--- config.mk ---
export PLATFORM = sky130hd
export DESIGN_NAME = instruction_fetch_unit
export DESIGN_NICKNAME = d
export VERILOG_FILES = /design/src/rtl/instruction_fetch_unit.sv
export SDC_FILE = /design/constraint.sdc
export NUM_CORES = 1
export LEC_CHECK = 0
export ABC_AREA = 1
export BUFFER_PORTS_ARGS = -buffer_cell sky130_fd_sc_hd__buf_4
export CAP_MARGIN = 20
export CORE_AREA = 5 5 105 107
export DETAILED_ROUTE_END_ITERATION = 7
export DIE_AREA = 0 0 110 112
export GPL_TIMING_DRIVEN = 0
export HOLD_SLACK_MARGIN = 0.02
export PLACE_DENSITY = 0.82
export SYNTH_ARGS = -nofsm -noshare
export SYNTH_HDL_FRONTEND = slang
export SYNTH_SLANG_ARGS = --single-unit
--- constraint.sdc ---
create_clock -name clk -period 4.5 [get_ports clk]
set_input_delay 0.225 -clock clk [delete_from_list [all_inputs] [get_ports clk]]
set_output_delay 0.225 -clock clk [all_outputs]
set_load 0.05 [all_outputs]
--- src/rtl/instruction_fetch_unit.sv ---
// Fetch stage: holds the PC, fetches one instruction over a valid/ready memory port,
// pre-decodes the opcode into one-hot class strobes and computes the next PC on handoff.
module instruction_fetch_unit #(
    parameter logic [31:0] RESET_PC = 32'h0000_0000
) (
    input  logic        clk,
    input  logic        rst_n,
    output logic        imem_req_valid,
    input  logic        imem_req_ready,
    output logic [31:0] imem_req_addr,
    input  logic        imem_resp_valid,
    input  logic [31:0] imem_resp_data,
    output logic        instr_valid,
    input  logic        instr_ready,
    output logic [31:0] instruction,
    output logic [31:0] pc,
    output logic        r_type,
    output logic        i_type_lw,
    output logic        i_type_addi,
    output logic        i_type_jalr,
    output logic        s_type,
    output logic        sb_type,
    output logic        u_type_auipc,
    output logic        u_type_lui,
    output logic        uj_type,
    output logic [2:0]  func_3,
    output logic        func_7_bit_6,
    output logic        illegal,
    input  logic [1:0]  next_pc_selector,
    input  logic        branch_taken,
    input  logic [31:0] branch_target,
    input  logic [31:0] jalr_target,
    output logic        halted
);

    typedef enum logic [1:0] {S_REQ, S_WAIT, S_HOLD, S_HALT} state_t;

    state_t      state;
    state_t      state_next;
    logic [31:0] pc_reg;
    logic [31:0] instr_reg;
    logic [9:0]  class_reg;
    logic [31:0] pc_plus4;
    logic [31:0] target;
    logic        misaligned;

    // Class vector bit order: {illegal, uj, lui, auipc, sb, s, jalr, addi, lw, r}
    function automatic logic [9:0] decode_class(input logic [6:0] opcode);
        case (opcode)
            7'b0110011: decode_class = 10'b00_0000_0001;
            7'b0000011: decode_class = 10'b00_0000_0010;
            7'b0010011: decode_class = 10'b00_0000_0100;
            7'b1100111: decode_class = 10'b00_0000_1000;
            7'b0100011: decode_class = 10'b00_0001_0000;
            7'b1100011: decode_class = 10'b00_0010_0000;
            7'b0010111: decode_class = 10'b00_0100_0000;
            7'b0110111: decode_class = 10'b00_1000_0000;
            7'b1101111: decode_class = 10'b01_0000_0000;
            default:    decode_class = 10'b10_0000_0000;
        endcase
    endfunction

    always_comb begin
        pc_plus4 = pc_reg + 32'd4;
        case (next_pc_selector)
            2'b00:   target = pc_plus4;
            2'b01:   target = branch_taken ? branch_target : pc_plus4;
            2'b10:   target = {jalr_target[31:1], 1'b0};
            default: target = branch_target;
        endcase
        misaligned = |target[1:0];
    end

    always_ff @(posedge clk or negedge rst_n) begin
        if (!rst_n) begin
            state <= S_REQ;
        end else begin
            state <= state_next;
        end
    end

    always_comb begin
        state_next = state;
        case (state)
            S_REQ:   if (imem_req_ready) state_next = S_WAIT;
            S_WAIT:  if (imem_resp_valid) state_next = S_HOLD;
            S_HOLD:  if (instr_ready) state_next = misaligned ? S_HALT : S_REQ;
            S_HALT:  state_next = S_HALT;
            default: state_next = S_REQ;
        endcase
    end

    always_comb begin
        imem_req_valid = (state == S_REQ);
        instr_valid    = (state == S_HOLD);
        halted         = (state == S_HALT);
    end

    // A misaligned target leaves pc untouched so the trap reports the faulting instruction
    always_ff @(posedge clk or negedge rst_n) begin
        if (!rst_n) begin
            pc_reg    <= RESET_PC;
            instr_reg <= 32'd0;
            class_reg <= 10'd0;
        end else begin
            if (state == S_WAIT && imem_resp_valid) begin
                instr_reg <= imem_resp_data;
                class_reg <= decode_class(imem_resp_data[6:0]);
            end
            if (state == S_HOLD && instr_ready && !misaligned) begin
                pc_reg <= target;
            end
        end
    end

    assign pc            = pc_reg;
    assign imem_req_addr = pc_reg;
    assign instruction   = instr_reg;
    assign func_3        = instr_reg[14:12];
    assign func_7_bit_6  = instr_reg[30];
    assign r_type        = class_reg[0];
    assign i_type_lw     = class_reg[1];
    assign i_type_addi   = class_reg[2];
    assign i_type_jalr   = class_reg[3];
    assign s_type        = class_reg[4];
    assign sb_type       = class_reg[5];
    assign u_type_auipc  = class_reg[6];
    assign u_type_lui    = class_reg[7];
    assign uj_type       = class_reg[8];
    assign illegal       = class_reg[9];

endmodule

==> Word-level counts from Yosys, hierarchy flattened <==
Cells that the tools add are included.
{ "word_totals": {"reg_bits": 76, "inputBits": 104, "output_inout_bits": 113} }
{ "op_classes": {"add_sub_neg": 1, "eq_ne": 17, "n_mux": 8, "n_reduce_logical": 8} }
{ "ops": {"columns": ["cell", "count"], "rows": [
  ["$pmux 32 s3", 1],
  ["$pmux 10 s9", 1],
  ["$add 32x3->32 const B", 1],
  ["$mux 32", 1],
  ["$eq 7x6->1 const B", 3],
  ["$eq 7x7->1 const B", 3],
  ["$eq 7x5->1 const B", 2],
  ["$mux 2", 4],
  ["$pmux 2 s4", 1],
  ["$eq 7x2->1 const B", 1],
  ["$eq 2x2->1 const B", 3],
  ["$eq 2x1->1 const B", 2],
  ["$logic_not 2->1", 2],
  ["$ne 2x1->1 const B", 2],
  ["$logic_and 1x1->1", 3],
  ["$reduce_and 3->1", 1],
  ["$ne 2x2->1 const B", 1],
  ["$reduce_or 2->1", 1],
  ["$logic_not 1->1", 1]
]} }

==> Logic depth before layout (Yosys ltp) <==
{ "depth": {"ltp_word": 7, "depth_mapped": 11, "depth_no_buf": 11} }

==> Least setup slack after synthesis <==
OpenSTA, ideal clock, no wires.
{ "synth_path": {"path_type": "reg2reg", "startpoint": "register state[1]", "endpoint": "register pc_reg[13], in the netlist imem_req_addr[13]", "setup_time_ns": 0.122, "t_arrival_ns": 1.860, "path_slack_ns": 2.518, "path_stages_with_launch": 7, "path_buffers": 1, "cell_sequence": "dfrtp_1 > inv_1 > nor2_1 > nand4_4 > buf_6 > nor2_1 > a21boi_2"} }
{ "synth_between": {"elab_chain_cells": 3} }
{ "synth_rtl": {"columns": ["element", "line_no", "text"], "rows": [
  ["from (decl)", "38", "state_t state;"],
  ["from (signal assigned)", "78", "state <= state_next;"],
  ["$eq 2x2->1", null, null],
  ["via instr_valid", "13", "output logic instr_valid,"],
  ["$logic_and 1x1->1 (2 in series)", "110", "if (state == S_HOLD && instr_ready && !misaligned) begin"],
  ["to (signal assigned)", "111", "pc_reg <= target;"],
  ["to (decl)", "40", "logic [31:0] pc_reg;"]
]} }
The timed path passes the listed nets, and every way through them passes these cells.
A chain may end at the register's enable or synchronous reset.

==> Final worst setup path <==
{ "layout_path": {"startpoint": "register pc_reg[2], in the netlist imem_req_addr[2]", "endpoint": "register pc_reg[24], in the netlist imem_req_addr[24]"} }
{ "layout_between": {"elab_chain_cells": 3} }
{ "layout_rtl": {"columns": ["element", "line_no", "text"], "rows": [
  ["$add 32x3->32 (*)", "64", "pc_plus4 = pc_reg + 32'd4;"],
  ["$mux 32", "67", "2'b01: target = branch_taken ? branch_target : pc_plus4;"],
  ["$pmux 32 s3 (*)", "65", "case (next_pc_selector)"]
]} }
Mark *: on every way between the ends. The rest lies on a longest branch, timed or not.

==> results.json <==
{
  "multi_input_area_sq_um": 2550,
  "synthCells": 802,
  "max_slew_margin_pct": 34.2,
  "drtAntennaViolNets": 0,
  "start_kind": "flop",
  "first_iter_violations": 286,
  "nets": 1131,
  "yosysWarnings": 0,
  "synth-async-reset-ratio_pct": 100,
  "peakVddDrop_v": 0.000562,
  "drive_above_1_share_pct": 28.7,
  "die_y_um": 112,
  "avgViaCountPerCell": 4.91,
  "synth.distinct_cells": 34,
  "hold_viol": 3,
  "grt_max_degree": 77,
  "place.gp.congestion": 0.997,
  "cts_setup_buffers": 0,
  "seq_power_share_pct": 25.3,
  "core_area_sq_um": 10000,
  "synthTopCellsByArea": "dfrtp_1 37%, nand2_1 24%, nor2_1 7.1%, nand3_1 7.0%, buf_4 5.4%",
  "cts_hold_buf": 0,
  "drv_slew": 0,
  "violations": "hold timing",
  "cts_sinks": 76,
  "fp.dieW_um": 110,
  "hp-class": "in2async",
  "netlist_area_sq_um": 5150,
  "critical_path_arrival_ps": 2290,
  "setup-tns-final_ps": 0,
  "antenna_cells": 0,
  "drt_drc_violations_left": 0,
  "nFillCells": 913,
  "yosys.area.top_type_share_pct": 37.0,
  "met2_usage_pct": 44.2,
  "drtPass1Iterations": 7,
  "vias": 5733,
  "fin_crit_ps": 2020,
  "syn_area_per_cell_sq_um": 6.42,
  "synth_seq_area_share_pct": 37.0,
  "skew_ps": 10.4,
  "internal_power_w": 0.00221,
  "sw_frac_of_total_pct": 56.4,
  "grt_busiest_layer": "met2",
  "ys.flop_type": "dfrtp_1",
  "grt_pass1_vias": 5487,
  "groute.usage.overall_pct": 26.5,
  "grt_overflow": 0,
  "leakagePower_nw": 3.96,
  "holdWs_ps": -1.85,
  "synthesis.nets": 907,
  "cts_buffer_depth": 2,
  "numCtsBuffers": 9,
  "rsz0062_at_grt": "no",
  "ys_seq_elements": 76,
  "rr_startpoint": "imem_req_addr[2]$_DFFE_PN0P_",
  "clockPowerShare_pct": 9.8,
  "met3_usage_pct": 8.93,
  "path_max_fanout": 7,
  "cts_resized": 0,
  "endpoint_kind": "flop",
  "yosys.area.top_type": "dfrtp_1",
  "path_clk_slew_ps": 90,
  "grt_pass1_wl_mm": 25.9,
  "grtUsageMet1_pct": 31.6,
  "status": "finished with violations",
  "boundaryPins": 217,
  "r2r-end": "imem_req_addr[24]$_DFFE_PN0P_",
  "setup_viol": 0,
  "fp-row-count": 37,
  "hpwl_mm": 12.8,
  "utilization_pct": 70.6,
  "r2r_slack_ps": 2480,
  "power_density_nw_per_um2": 714,
  "io_buffers": 213,
  "p_comb_share_pct": 64.9,
  "start_util_pct": 51.2,
  "wl_mm": 16.3,
  "synth_edf_count": 0,
  "worstRegToRegCells": 10,
  "post-route-period-util_pct": 44.9,
  "dieArea_sq_um": 12300,
  "area_delta_synth_final_pct": 37.9,
  "maxCapViolations": 0,
  "worstMarginPinSlew_ps": 987,
  "fmax_ghz": 0.495,
  "clkLatencyLatePin_ps": 360,
  "register_area_sq_um": 1900,
  "htree_levels": 3,
  "root_buffer": "clkbuf_8",
  "cp.required_ps": 4770,
  "critical_path_class": "reg2reg",
  "wire_per_inst_um": 13.9,
  "cts_tree": "built",
  "p_sw_w": 0.00286,
  "antenna_found_initial": 0
}
[per-stage QoR]
| step | area (sq um) | hold slack (ps) | instances | total power [W] | setup WS, ps |
|---|---|---|---|---|---|
| CTS | 7100 | 43.1 | 1167 | 0.00509 | 2530 |
| global route | 7100 | 47.8 | 1167 | 0.00537 | 2280 |
| finish | 7100 | -1.85 | 1167 | 0.00507 | 2480 |
| floorplan | 5150 | -70.6 | 802 | 0.00358 | 2520 |
| detailed placement | 6920 | 430 | 1151 | 0.00459 | 2540 |
| global placement | 6920 | 425 | 1151 | 0.00455 | 2570 |
[power groups by stage]
stage	logic, W	clock network [W]	registers (W)
floorplan	0.00144	0	0.00214
global placement	0.00327	0	0.00128
detailed placement	0.00330	0	0.00128
CTS	0.00331	0.000506	0.00128
global route	0.00350	0.000539	0.00134
finish	0.00329	0.000496	0.00128
[synthesized netlist by cell type, types with 5 or more instances]
cell type,n
buf_2,10
inv_1,71
nand3_1,72
nor2_1,97
clkbuf_1,12
o21ai_1,7
a21boi_2,6
nand2_1,332
nand3b_1,5
dfrtp_1,76
buf_4,37
o21ai_0,39
[routing by layer]
| layer | vias to the layer above | routed length (um) |
|---|---|---|
| met4 | 0 | 370 |
| met3 | 29 | 1870 |
| met2 | 246 | 7920 |
| met5 | - | 0 |
| li1 | 2910 | - |
| met1 | 2548 | 6090 |
[placed cells by master, fill, tap and decap left out, types with 3 or more instances in the layout]
cell type	Yosys	final
a21boi_2	6	6
a22oi_1	3	3
buf_2	10	10
buf_4	37	250
buf_6	3	3
clkbuf_1	12	12
clkbuf_8	0	9
clkinvlp_4	0	3
dfrtp_1	76	76
inv_1	71	71
inv_2	3	3
inv_6	0	3
nand2_1	332	332
nand3_1	72	72
nand3b_1	5	5
nor2_1	97	97
nor2_2	3	3
o21ai_0	39	39
o21ai_1	7	7
o31ai_1	3	3
[worst max-delay path, stage by stage (launching register included)]
cell and delay (ps):
dfrtp_1 500, ha_1 250, nand2_1 60, nor2_1 190
nand2_1 130, nor2_1 330, nand3_1 160, nand3_1 120
nand3b_1 80, nand2_1 60, nand2_1 40
[cells by family (layout without fill, tap and decap cells)]
family	Yosys count	in the layout	synth area share, %
buf+inv	138	367	13.4
fa+ha+maj	1	1	0.243
flops	76	76	37.0
compound gates	69	69	8.41
simple gates	515	515	40.4
xor+xnor	3	3	0.511
[area by class of cell]
cell class,count,share of cell area [%]
multi-input combinational,588,36.0
sequential,76,26.8
timing repair buffer,213,22.5
buffer,64,5.84
inverter,74,3.91
tap,136,2.40
clock buffer,9,1.75
clock inverter,7,0.811
[worst max-delay path by stage]
stage	startpoint	end	slack [ps]	depth (start not counted)
after floorplan	state[1]$_DFFE_PN0P_	imem_req_addr[13]$_DFFE_PN0P_	2520	6
after global placement	imem_req_addr[2]$_DFFE_PN0P_	imem_req_addr[24]$_DFFE_PN0P_	2570	10
after detailed placement	imem_req_addr[2]$_DFFE_PN0P_	imem_req_addr[24]$_DFFE_PN0P_	2540	10
after CTS	imem_req_addr[2]$_DFFE_PN0P_	imem_req_addr[24]$_DFFE_PN0P_	2530	10
after global routing	imem_req_addr[2]$_DFFE_PN0P_	imem_req_addr[24]$_DFFE_PN0P_	2280	10
final	imem_req_addr[2]$_DFFE_PN0P_	imem_req_addr[24]$_DFFE_PN0P_	2480	10
Note: power is estimated with default switching activity, not from simulation.
